[src/rtl/rf_window_scheduler_if.sv]
// Handshake bundle between the layer controller, the window scheduler and the CU array.
// The scheduler uses the slave modport; the controller/CU side uses master.
interface rf_window_scheduler_if #(
  parameter int NUM_CU = 4,
  parameter int ADDR_W = 11
);
  logic              start;
  logic              abort;
  logic [NUM_CU-1:0] cu_done;
  logic [NUM_CU-1:0] cu_start;
  logic [ADDR_W-1:0] win_addr;
  logic [7:0]        win_idx;
  logic              busy;
  logic              done;
  logic              err;
  logic [31:0]       perf_cycles;

  modport master (
    output start, abort, cu_done,
    input  cu_start, win_addr, win_idx, busy, done, err, perf_cycles
  );

  modport slave (
    input  start, abort, cu_done,
    output cu_start, win_addr, win_idx, busy, done, err, perf_cycles
  );
endinterface

[src/rtl/rf_window_scheduler.sv]
// Round-robin dispatcher of receptive-field windows onto a pool of convolution units.
// Optional feature macro RF_SCHED_PERF_EN builds the frame cycle counter behind perf_cycles.
module rf_window_scheduler #(
  parameter int DATA_WIDTH = 16,
  parameter int W          = 1024,
  parameter int P          = 28,
  parameter int F          = 64,
  parameter int STRIDE     = 8,
  parameter int NUM_WIN    = 128,
  parameter int NUM_CU     = 4,
  parameter int ADDR_W     = 11
) (
  input logic                  clk,
  input logic                  reset,
  rf_window_scheduler_if.slave bus
);

  localparam int PTR_W    = (NUM_CU > 1) ? $clog2(NUM_CU) : 1;
  localparam int LAST_TAP = (NUM_WIN - 1) * STRIDE + F - 1;
  // Geometry sanity term; DATA_WIDTH and the padding only describe the frame.
  localparam bit unused_cfg_ok = (LAST_TAP <= W + 2 * P - 1) && (DATA_WIDTH > 0);

  localparam logic [1:0] S_IDLE     = 2'd0;
  localparam logic [1:0] S_DISPATCH = 2'd1;
  localparam logic [1:0] S_DRAIN    = 2'd2;
  localparam logic [1:0] S_DONE     = 2'd3;

  logic [1:0]        state, state_nxt;
  logic [NUM_CU-1:0] cu_busy;
  logic [7:0]        win_cnt;
  logic [PTR_W-1:0]  ptr;

  logic [NUM_CU-1:0] cu_start_q;
  logic [ADDR_W-1:0] win_addr_q;
  logic [7:0]        win_idx_q;
  logic              busy_q;
  logic              done_q;
  logic              err_q;

  logic              found;
  logic [PTR_W-1:0]  grant_idx;
  logic [PTR_W-1:0]  cand;
  logic [NUM_CU-1:0] grant_fire;
  logic              dispatch_go;
  logic              last_win;
  logic              start_acc;
  logic              spurious;

  // First free CU at or above the pointer, wrapping modulo NUM_CU.
  // cu_busy is still set in the cycle a cu_done arrives, so a CU is never regranted that cycle.
  always_comb begin
    found     = 1'b0;
    grant_idx = '0;
    cand      = ptr;
    for (int i = 0; i < NUM_CU; i++) begin
      if (!found && !cu_busy[cand]) begin
        found     = 1'b1;
        grant_idx = cand;
      end
      cand = (cand == PTR_W'(NUM_CU - 1)) ? '0 : cand + PTR_W'(1);
    end
  end

  assign dispatch_go = (state == S_DISPATCH) && found && !bus.abort;
  assign grant_fire  = dispatch_go ? (NUM_CU'(1) << grant_idx) : '0;
  assign last_win    = (win_cnt == 8'(NUM_WIN - 1));
  assign start_acc   = (state == S_IDLE) && bus.start && !bus.abort;
  assign spurious    = |(bus.cu_done & ~cu_busy);

  always_comb begin
    state_nxt = state;
    case (state)
      S_IDLE:     if (bus.start) state_nxt = S_DISPATCH;
      S_DISPATCH: if (dispatch_go && last_win) state_nxt = S_DRAIN;
      S_DRAIN:    if (cu_busy == '0) state_nxt = S_DONE;
      S_DONE:     state_nxt = S_IDLE;
      default:    state_nxt = S_IDLE;
    endcase
    if (bus.abort) state_nxt = S_IDLE;
  end

  always_ff @(posedge clk or posedge reset) begin
    if (reset) begin
      state      <= S_IDLE;
      cu_busy    <= '0;
      win_cnt    <= '0;
      ptr        <= '0;
      cu_start_q <= '0;
      win_addr_q <= '0;
      win_idx_q  <= '0;
      busy_q     <= 1'b0;
      done_q     <= 1'b0;
      err_q      <= 1'b0;
    end else begin
      state <= state_nxt;

      // A fresh frame and an abort both forget every outstanding CU.
      if (start_acc || bus.abort) cu_busy <= '0;
      else                        cu_busy <= (cu_busy & ~bus.cu_done) | grant_fire;

      if (start_acc) begin
        win_cnt <= '0;
        ptr     <= '0;
      end else if (dispatch_go) begin
        win_cnt <= win_cnt + 8'd1;
        ptr     <= (grant_idx == PTR_W'(NUM_CU - 1)) ? '0 : grant_idx + PTR_W'(1);
      end

      cu_start_q <= grant_fire;
      if (dispatch_go) begin
        win_idx_q  <= win_cnt;
        win_addr_q <= ADDR_W'(win_cnt) * ADDR_W'(STRIDE);
      end

      busy_q <= (state_nxt == S_DISPATCH) || (state_nxt == S_DRAIN);
      done_q <= (state_nxt == S_DONE);

      if (start_acc)     err_q <= 1'b0;
      else if (spurious) err_q <= 1'b1;
    end
  end

`ifdef RF_SCHED_PERF_EN
  logic [31:0] perf_q;

  // Counts the acceptance edge plus every edge leaving DISPATCH/DRAIN, so the DONE edge is included.
  always_ff @(posedge clk or posedge reset) begin
    if (reset) begin
      perf_q <= '0;
    end else if (start_acc) begin
      perf_q <= 32'd1;
    end else if (!bus.abort && ((state == S_DISPATCH) || (state == S_DRAIN))) begin
      perf_q <= perf_q + 32'd1;
    end
  end

  assign bus.perf_cycles = perf_q;
`else
  assign bus.perf_cycles = '0;
`endif

  assign bus.cu_start = cu_start_q;
  assign bus.win_addr = win_addr_q;
  assign bus.win_idx  = win_idx_q;
  assign bus.busy     = busy_q;
  assign bus.done     = done_q;
  assign bus.err      = err_q;

endmodule

[src/flat_wrapper.sv]
// flat-port wrapper written by rule: the top's interface ports become plain ports
module rf_window_scheduler_flat 
#(
  parameter int DATA_WIDTH = 16,
  parameter int W          = 1024,
  parameter int P          = 28,
  parameter int F          = 64,
  parameter int STRIDE     = 8,
  parameter int NUM_WIN    = 128,
  parameter int NUM_CU     = 4,
  parameter int ADDR_W     = 11
)
  (clk, reset, bus_start, bus_abort, bus_cu_done, bus_cu_start, bus_win_addr, bus_win_idx, bus_busy, bus_done, bus_err, bus_perf_cycles);
  rf_window_scheduler_if #(.NUM_CU(NUM_CU), .ADDR_W(ADDR_W)) bus_i ();
  input logic clk;
  input logic reset;
  input wire logic [$bits(bus_i.start)-1:0] bus_start;
  input wire logic [$bits(bus_i.abort)-1:0] bus_abort;
  input wire logic [$bits(bus_i.cu_done)-1:0] bus_cu_done;
  output wire logic [$bits(bus_i.cu_start)-1:0] bus_cu_start;
  output wire logic [$bits(bus_i.win_addr)-1:0] bus_win_addr;
  output wire logic [$bits(bus_i.win_idx)-1:0] bus_win_idx;
  output wire logic [$bits(bus_i.busy)-1:0] bus_busy;
  output wire logic [$bits(bus_i.done)-1:0] bus_done;
  output wire logic [$bits(bus_i.err)-1:0] bus_err;
  output wire logic [$bits(bus_i.perf_cycles)-1:0] bus_perf_cycles;
  assign bus_i.start = bus_start;
  assign bus_i.abort = bus_abort;
  assign bus_i.cu_done = bus_cu_done;
  assign bus_cu_start = bus_i.cu_start;
  assign bus_win_addr = bus_i.win_addr;
  assign bus_win_idx = bus_i.win_idx;
  assign bus_busy = bus_i.busy;
  assign bus_done = bus_i.done;
  assign bus_err = bus_i.err;
  assign bus_perf_cycles = bus_i.perf_cycles;
  rf_window_scheduler #(.DATA_WIDTH(DATA_WIDTH), .W(W), .P(P), .F(F), .STRIDE(STRIDE), .NUM_WIN(NUM_WIN), .NUM_CU(NUM_CU), .ADDR_W(ADDR_W)) u_core (.clk(clk), .reset(reset), .bus(bus_i));
endmodule
[config.mk]
export PLATFORM = sky130hd
export DESIGN_NAME = rf_window_scheduler_flat
export DESIGN_NICKNAME = d
export VERILOG_FILES = /design/src/rtl/rf_window_scheduler_if.sv /design/src/rtl/rf_window_scheduler.sv /design/src/flat_wrapper.sv
export SDC_FILE = /design/constraint.sdc
export NUM_CORES = 1
export LEC_CHECK = 0
export CELL_PAD_IN_SITES_DETAIL_PLACEMENT = 0
export CELL_PAD_IN_SITES_GLOBAL_PLACEMENT = 1
export CORE_MARGIN = 2
export CORE_UTILIZATION = 34
export DETAILED_ROUTE_END_ITERATION = 8
export GPL_TIMING_DRIVEN = 1
export PLACE_DENSITY = 0.86
export SKIP_LAST_GASP = 1
export SYNTH_ARGS = -nofsm -noshare
export SYNTH_HDL_FRONTEND = slang
export SYNTH_SLANG_ARGS = --single-unit
export TNS_END_PERCENT = 1
[constraint.sdc]
create_clock -name clk -period 2.8 [get_ports clk]
set_input_delay 0.56 -clock clk [delete_from_list [all_inputs] [get_ports clk]]
set_output_delay 0.56 -clock clk [all_outputs]
set_load 0.02 [all_outputs]
==> metrics.yaml, run 1 <==
layout:
  area_delta_synth_final_pct: 15.1
  antenna_cells: 0
  layout.nets: 242
  most-common-layout-cells: "35 x conb_1, 31 x dfrtp_1, 30 x clkdlybuf4s50_1"
  layout_commonest_cell: "conb_1"
  drive_gt1_share_pct: 11.8
worst_hold_path:
  min_delay_path_depth: 1
  hold_class: "reg2reg"
timing:
  clock-skew-final_ps: 9.72
  setup_viol: 0
  finalSetupTns_ps: 0
  max_slew_margin_pct: 62.1
  finalCritPeriodShare_pct: 89.8
  fmax_ghz: 0.397
  grt_setup_unrepaired: "false"
  worst_slew_pin_slew_ps: 567
  hold_viol_final: 0
  fin_crit_ps: 2520
  maxSlewViolCount: 0
  fin_ws_ps: 284
floorplan:
  die_h_um: 80.5
  rows: 27
  start_util_pct: 35.7
  die_w_um: 80.5
  pin_count: 66
  core_um2: 5570
  die_area_um2: 6480
grt:
  grt-ovfl-total: 0
  grt_pass1_wl_um: 5760
  grt_max_degree: 32
  antenna_found_initial: 0
  grt_pass1_vias: 1192
  grt_use_total_pct: 11.7
yosys:
  synth-edff-count: 0
  yosysWarnings: 0
  ys_types: 38
  yosysTopAreaCellShare_pct: 39.0
  ys_ff_latch: 31
  netlist_area_um2: 1990
  synth_largest_area_cell: "dfrtp_1"
  avgSynthCellArea_um2: 9.90
  ys_async_sr_fraction_pct: 100
  seq_area_frac_synth_pct: 39.0
  synth_area_leaders: "dfrtp_1 39%, buf_4 16%, mux2i_1 4.5%"
  synthFlopType: "dfrtp_1"
  synthCells: 201
worst_setup_path:
  crit_path_end_kind: "flop"
  crit_fanout: 11
  cp-start-kind: "flop"
  r2r_cells: 7
  criticalPathCategory: "reg2reg"
  arrival_ps: 2690
  cp.required_ps: 2980
run:
  cap_violations: 0
clock_tree:
  cts_buffers: 5
  clock_latency_ps: 290
  cts_root_buf: "clkbuf_8"
  cts_setup_buffers: 0
  cts_hold_buf: 0
  path_clk_slew_ps: 70
  cts_resized: 0
  cts_tree: "yes"
  cts_buffer_depth: 2
  h-tree-depth: 2
  numClockSinks: 31
detailed_routing:
  drc: 0
  via_per_inst: 4.49
  wl_per_cell_um: 11.8
  drt_iter0_markers: 69
  drt-pass1-iter-count: 4
  antenna_left: 0
  vias: 1347
  totalWireLength_um: 3540
power:
  combPwrFrac_pct: 35.2
  p_sw_share_pct: 34.5
  p_int_mw: 1.03
  p_switching_mw: 0.544
  p_seq_share_pct: 36.0
  p_per_area_nw_per_um2: 689
  clkPwrFrac_pct: 28.8
  leakagePower_nw: 1.06
  vdd_drop_max_uv: 453
place:
  post-dp-hpwl_um: 2680
  place_congestion: 0.847
  dp_slack_ps: 258
  portBuffers: 30
run_status:
  outcome: "complete, no violations"
through the flow:
step	area (µm²)	hold WS [ps]	std cells	power, mW	util, %
2_1_floorplan	2120	480	235	1.05	-
3_3_place_gp	2170	504	292	1.12	39.0
3_5_place_dp	2170	518	292	1.13	39.0
4_1_cts	2290	531	300	1.59	41.1
5_1_grt	2290	556	300	1.69	41.1
6_report	2290	527	300	1.58	41.1
path summary, 6_finish.rpt:
| check | from | end | slack [ps] |
|---|---|---|---|
| setup / recovery | u_core.ptr[0]$_DFFE_PP0P_ | u_core.bus.busy$_DFF_PP0_ | 280 |
| hold / removal | u_core.win_cnt[4]$_DFFE_PP0P_ | u_core.win_cnt[4]$_DFFE_PP0P_ | 530 |
| setup reg to reg | u_core.ptr[0]$_DFFE_PP0P_ | u_core.bus.busy$_DFF_PP0_ | 280 |
| hold reg to reg | u_core.win_cnt[4]$_DFFE_PP0P_ | u_core.win_cnt[4]$_DFFE_PP0P_ | 530 |
| max in group asynchronous | reset | u_core.ptr[0]$_DFFE_PP0P_ | 1850 |
| min in group asynchronous | reset | u_core.ptr[1]$_DFFE_PP0P_ | 650 |
metal layers:
metal | GRT usage, % | wire length [µm] | vias up
met2 | 17.9 | 1570 | 63
met3 | 3.71 | 286 | 4
li1 | - | - | 660
met5 | 0 | 0 | -
met4 | 4.07 | 49 | 0
met1 | 15.6 | 1640 | 620
worst max-delay path, cell delays in order, from the launching register on:
cell      delay, ps
dfrtp_1         460
ha_1            530
mux2i_1         140
o32ai_2         400
a211oi_1        160
and3_1          210
o21ai_0         240
ha_1            270
cell usage after synthesis, types with 5 or more instances:
library cell and number:
a21oi_1 8, dfrtp_1 31, nand2_1 16, mux2_2 6
nand2b_1 5, mux2i_1 9, o21ai_0 6, and2_1 5
inv_1 6, buf_4 43, ha_1 7, nor2_1 15
final cells by class:
| type | count | area, µm² |
|---|---|---|
| Clock buffer | 6 | 82.6 |
| Clock inverter | 2 | 35.0 |
| Fill cell | 549 | 3280 |
| Inverter | 6 | 22.5 |
| Multi-Input combinational cell | 149 | 953 |
| Sequential cell | 31 | 776 |
| Tap cell | 72 | 90.1 |
| Timing Repair Buffer | 34 | 330 |
registers in the layout, indices dropped and copies added (netlist names):
signal	flops
u_core.bus.err	1
u_core.win_cnt	8
u_core.state	2
u_core.bus.busy	1
u_core.bus.cu_start	4
u_core.bus.win_idx	8
u_core.cu_busy	4
u_core.ptr	2
u_core.bus.done	1
logic make-up (layout without fill, tap and decap cells):
kind of cell | after synthesis | in the layout | synth area share (%)
buffers and inverters | 55 | 48 | 19.5
adders and majority gates | 7 | 7 | 4.40
other | 1 | 35 | 0.188
muxes | 19 | 19 | 10.9
and+or+nand+nor | 54 | 54 | 12.9
DFF | 31 | 31 | 39.0
AOI/OAI and AO/OA | 32 | 32 | 12.3
xor gates and xnor gates | 2 | 2 | 0.881
power by group through the flow:
stage	Sequential [mW]	Clock (mW)	Combinational, mW
floorplan	0.588	0	0.459
global placement	0.572	0	0.548
detailed placement	0.577	0	0.556
CTS	0.568	0.468	0.557
global route	0.579	0.496	0.617
finish	0.569	0.454	0.555
No activity file was read; power rests on OpenSTA's default activity.
==> inputs of run 2 (changes only) <==
Settings changed: GPL_ROUTABILITY_DRIVEN set to 0.
==> results of run 2 <==
Final layout, timing and power as in run 1 (identical DEF).
==> inputs of run 3 (changes only) <==
Settings changed: CORE_MARGIN 2 to not set.
==> run 3 against run 2 <==
Against the previous run:
- maximum frequency rose by 0.20%
- hold slack got worse by 3.2 ps
- cell area did not move
- global-route usage rose by 0.56 points
- worst setup slack improved by 5.0 ps
- die area fell by 4.9%
- register-to-register slack barely moved
- first-iteration DRC count fell by 16%
- via count rose by 1.6%
- flip-flop and latch count did not move
- final cell count did not move
- highest routed layer unchanged
==> metrics.yaml, run 3 (same netlist as run 1, synthesis figures left out) <==
run_status:
  outcome: "complete, no violations"
timing:
  fmax_ghz: 0.398  # +0.20%
  worst_slew_pin_slew_ps: 538  # -29.1 ps
  clock-skew-final_ps: 2.40  # -7.32 ps
  grt_setup_unrepaired: "false"
  setup_viol: 0  # unchanged
  hold_viol_final: 0  # unchanged
  max_slew_margin_pct: 64.1  # +1.9 points
  finalCritPeriodShare_pct: 89.7  # -0.18 points
  finalSetupTns_ps: 0  # unchanged
  fin_crit_ps: 2510  # -5.05 ps
  maxSlewViolCount: 0  # unchanged
power:
  p_seq_share_pct: 36.2  # +0.2 points
  clkPwrFrac_pct: 28.9  # about the same
  vdd_drop_max_uv: 291  # -36%
  leakagePower_nw: 1.06  # unchanged
  p_per_area_nw_per_um2: 689  # about the same
  p_sw_share_pct: 34.5  # about the same
  p_int_mw: 1.03  # about the same
  combPwrFrac_pct: 34.9  # -0.3 points
  p_switching_mw: 0.544  # about the same
detailed_routing:
  via_per_inst: 4.56  # +1.6%
  wl_per_cell_um: 11.5  # -2.3%
  drc: 0  # unchanged
  drt_iter0_markers: 58  # -16%
  totalWireLength_um: 3460  # -2.3%
  vias: 1368  # +1.6%
  drt-pass1-iter-count: 4  # unchanged
  antenna_left: 0  # unchanged
layout:
  layout.nets: 242  # unchanged
  finish.utilization_pct: 41.1  # unchanged
  antenna_cells: 0  # unchanged
  most-common-layout-cells: "35 x conb_1, 31 x dfrtp_1, 30 x clkdlybuf4s50_1"
  drive_gt1_share_pct: 11.8  # unchanged
  area_delta_synth_final_pct: 15.1  # unchanged
  layout_commonest_cell: "conb_1"
  final_cell_area_um2: 2290  # unchanged
floorplan:
  core_um2: 5570  # unchanged
  die_w_um: 78.5  # -2.5%
  pin_count: 66  # unchanged
  die_area_um2: 6160  # -4.9%
  die_h_um: 78.5  # -2.5%
  start_util_pct: 35.7  # unchanged
  rows: 27  # unchanged
worst_hold_path:
  min-delay-start: "u_core.win_cnt[4]$_DFFE_PP0P_"
  min_delay_path_depth: 1  # unchanged
  hold_class: "reg2reg"
  worstHoldEndpoint: "u_core.win_cnt[4]$_DFFE_PP0P_"
worst_setup_path:
  r2r_start: "u_core.ptr[0]$_DFFE_PP0P_"
  critical-path-max-stage-delay_ps: 520  # about the same
  crit_start: "u_core.ptr[0]$_DFFE_PP0P_"
  crit_fanout: 11  # unchanged
  crit_path_end_kind: "flop"
  path_cells: "ha_1, mux2i_1, o32ai_2, a211oi_1, and3_1, o21ai_0, ha_1"
  arrival_ps: 2680  # about the same
  r2r_slack_ps: 290  # about the same
  cp-start-kind: "flop"
  crit_top_cell: "ha_1"
  r2r_cells: 7  # unchanged
  cp.required_ps: 2970  # about the same
  critPathSlowestCell: "ha_1"
  reg2reg_to: "u_core.bus.busy$_DFF_PP0_"
  criticalPathCategory: "reg2reg"
clock_tree:
  cts_root_buf: "clkbuf_8"
  cts_resized: 0  # unchanged
  cts_buffer_depth: 2  # unchanged
  clock_latency_ps: 280  # about the same
  cts_hold_buf: 0  # unchanged
  numClockSinks: 31  # unchanged
  h-tree-depth: 2  # unchanged
  path_clk_slew_ps: 70  # about the same
  cts_setup_buffers: 0  # unchanged
  cts_tree: "yes"
  cts_buffers: 5  # unchanged
place:
  post-dp-hpwl_um: 2580  # -3.9%
  dpl_cell_area_um2: 2170  # unchanged
  portBuffers: 30  # unchanged
grt:
  antenna_found_initial: 0  # unchanged
  grt-ovfl-total: 0  # unchanged
  grt_pass1_vias: 1200  # +0.67%
  grt_pass1_wl_um: 5860  # +1.7%
  grt_use_total_pct: 12.3  # +0.56 points
  grt_max_degree: 32  # unchanged
run:
  cap_violations: 0  # unchanged
## run 3: worst max path at each step
stage                                endpoint  slack (ps)
floorplan           u_core.bus.busy$_DFF_PP0_         470
global placement    u_core.bus.busy$_DFF_PP0_         410
detailed placement  u_core.bus.busy$_DFF_PP0_         290
CTS                 u_core.bus.busy$_DFF_PP0_         290
global route        u_core.bus.busy$_DFF_PP0_         110
finish              u_core.bus.busy$_DFF_PP0_         290
## run 3: worst max-delay path, delay by kind of cell (launching register included)
kind | cells | cell delay, ps
mux | 1 | 140
flops | 1 | 460
compound gates | 3 | 800
fa+ha+maj | 2 | 790
simple gates | 1 | 220
## run 3: cell type report
type / instances / area (µm²)
clock buffer: 6 / 82.6
sequential: 31 / 776
multi-input combinational: 149 / 953
fill: 547 / 3280
inverter: 6 / 22.5
clock inverter: 2 / 35.0
timing repair buffer: 34 / 330
tap: 72 / 90.1
## run 3: power by group through the flow
stage	Sequential (mW)	Clock, mW	Combinational, mW
floorplan	0.588	0	0.459
global placement	0.573	0	0.546
detailed placement	0.579	0	0.552
CTS	0.571	0.469	0.554
global route	0.581	0.486	0.621
finish	0.571	0.456	0.551
## run 3: per-layer routing
| layer | track usage, % | up-vias | part of all wire (%) |
|---|---|---|---|
| li1 | - | 659 | - |
| met1 | 17.2 | 651 | 48 |
| met2 | 18.1 | 53 | 45 |
| met3 | 2.91 | 5 | 4.7 |
| met4 | 5.00 | 0 | 1.8 |
| met5 | 0 | - | 0 |
## run 3: through the flow
step	worst slack [ps]	hold WS (ps)	instances	power (mW)
2_1_floorplan	466	480	235	1.05
3_3_place_gp	411	502	292	1.12
3_5_place_dp	289	517	292	1.13
4_1_cts	295	526	300	1.59
5_1_grt	107	556	300	1.69
6_report	289	524	300	1.58
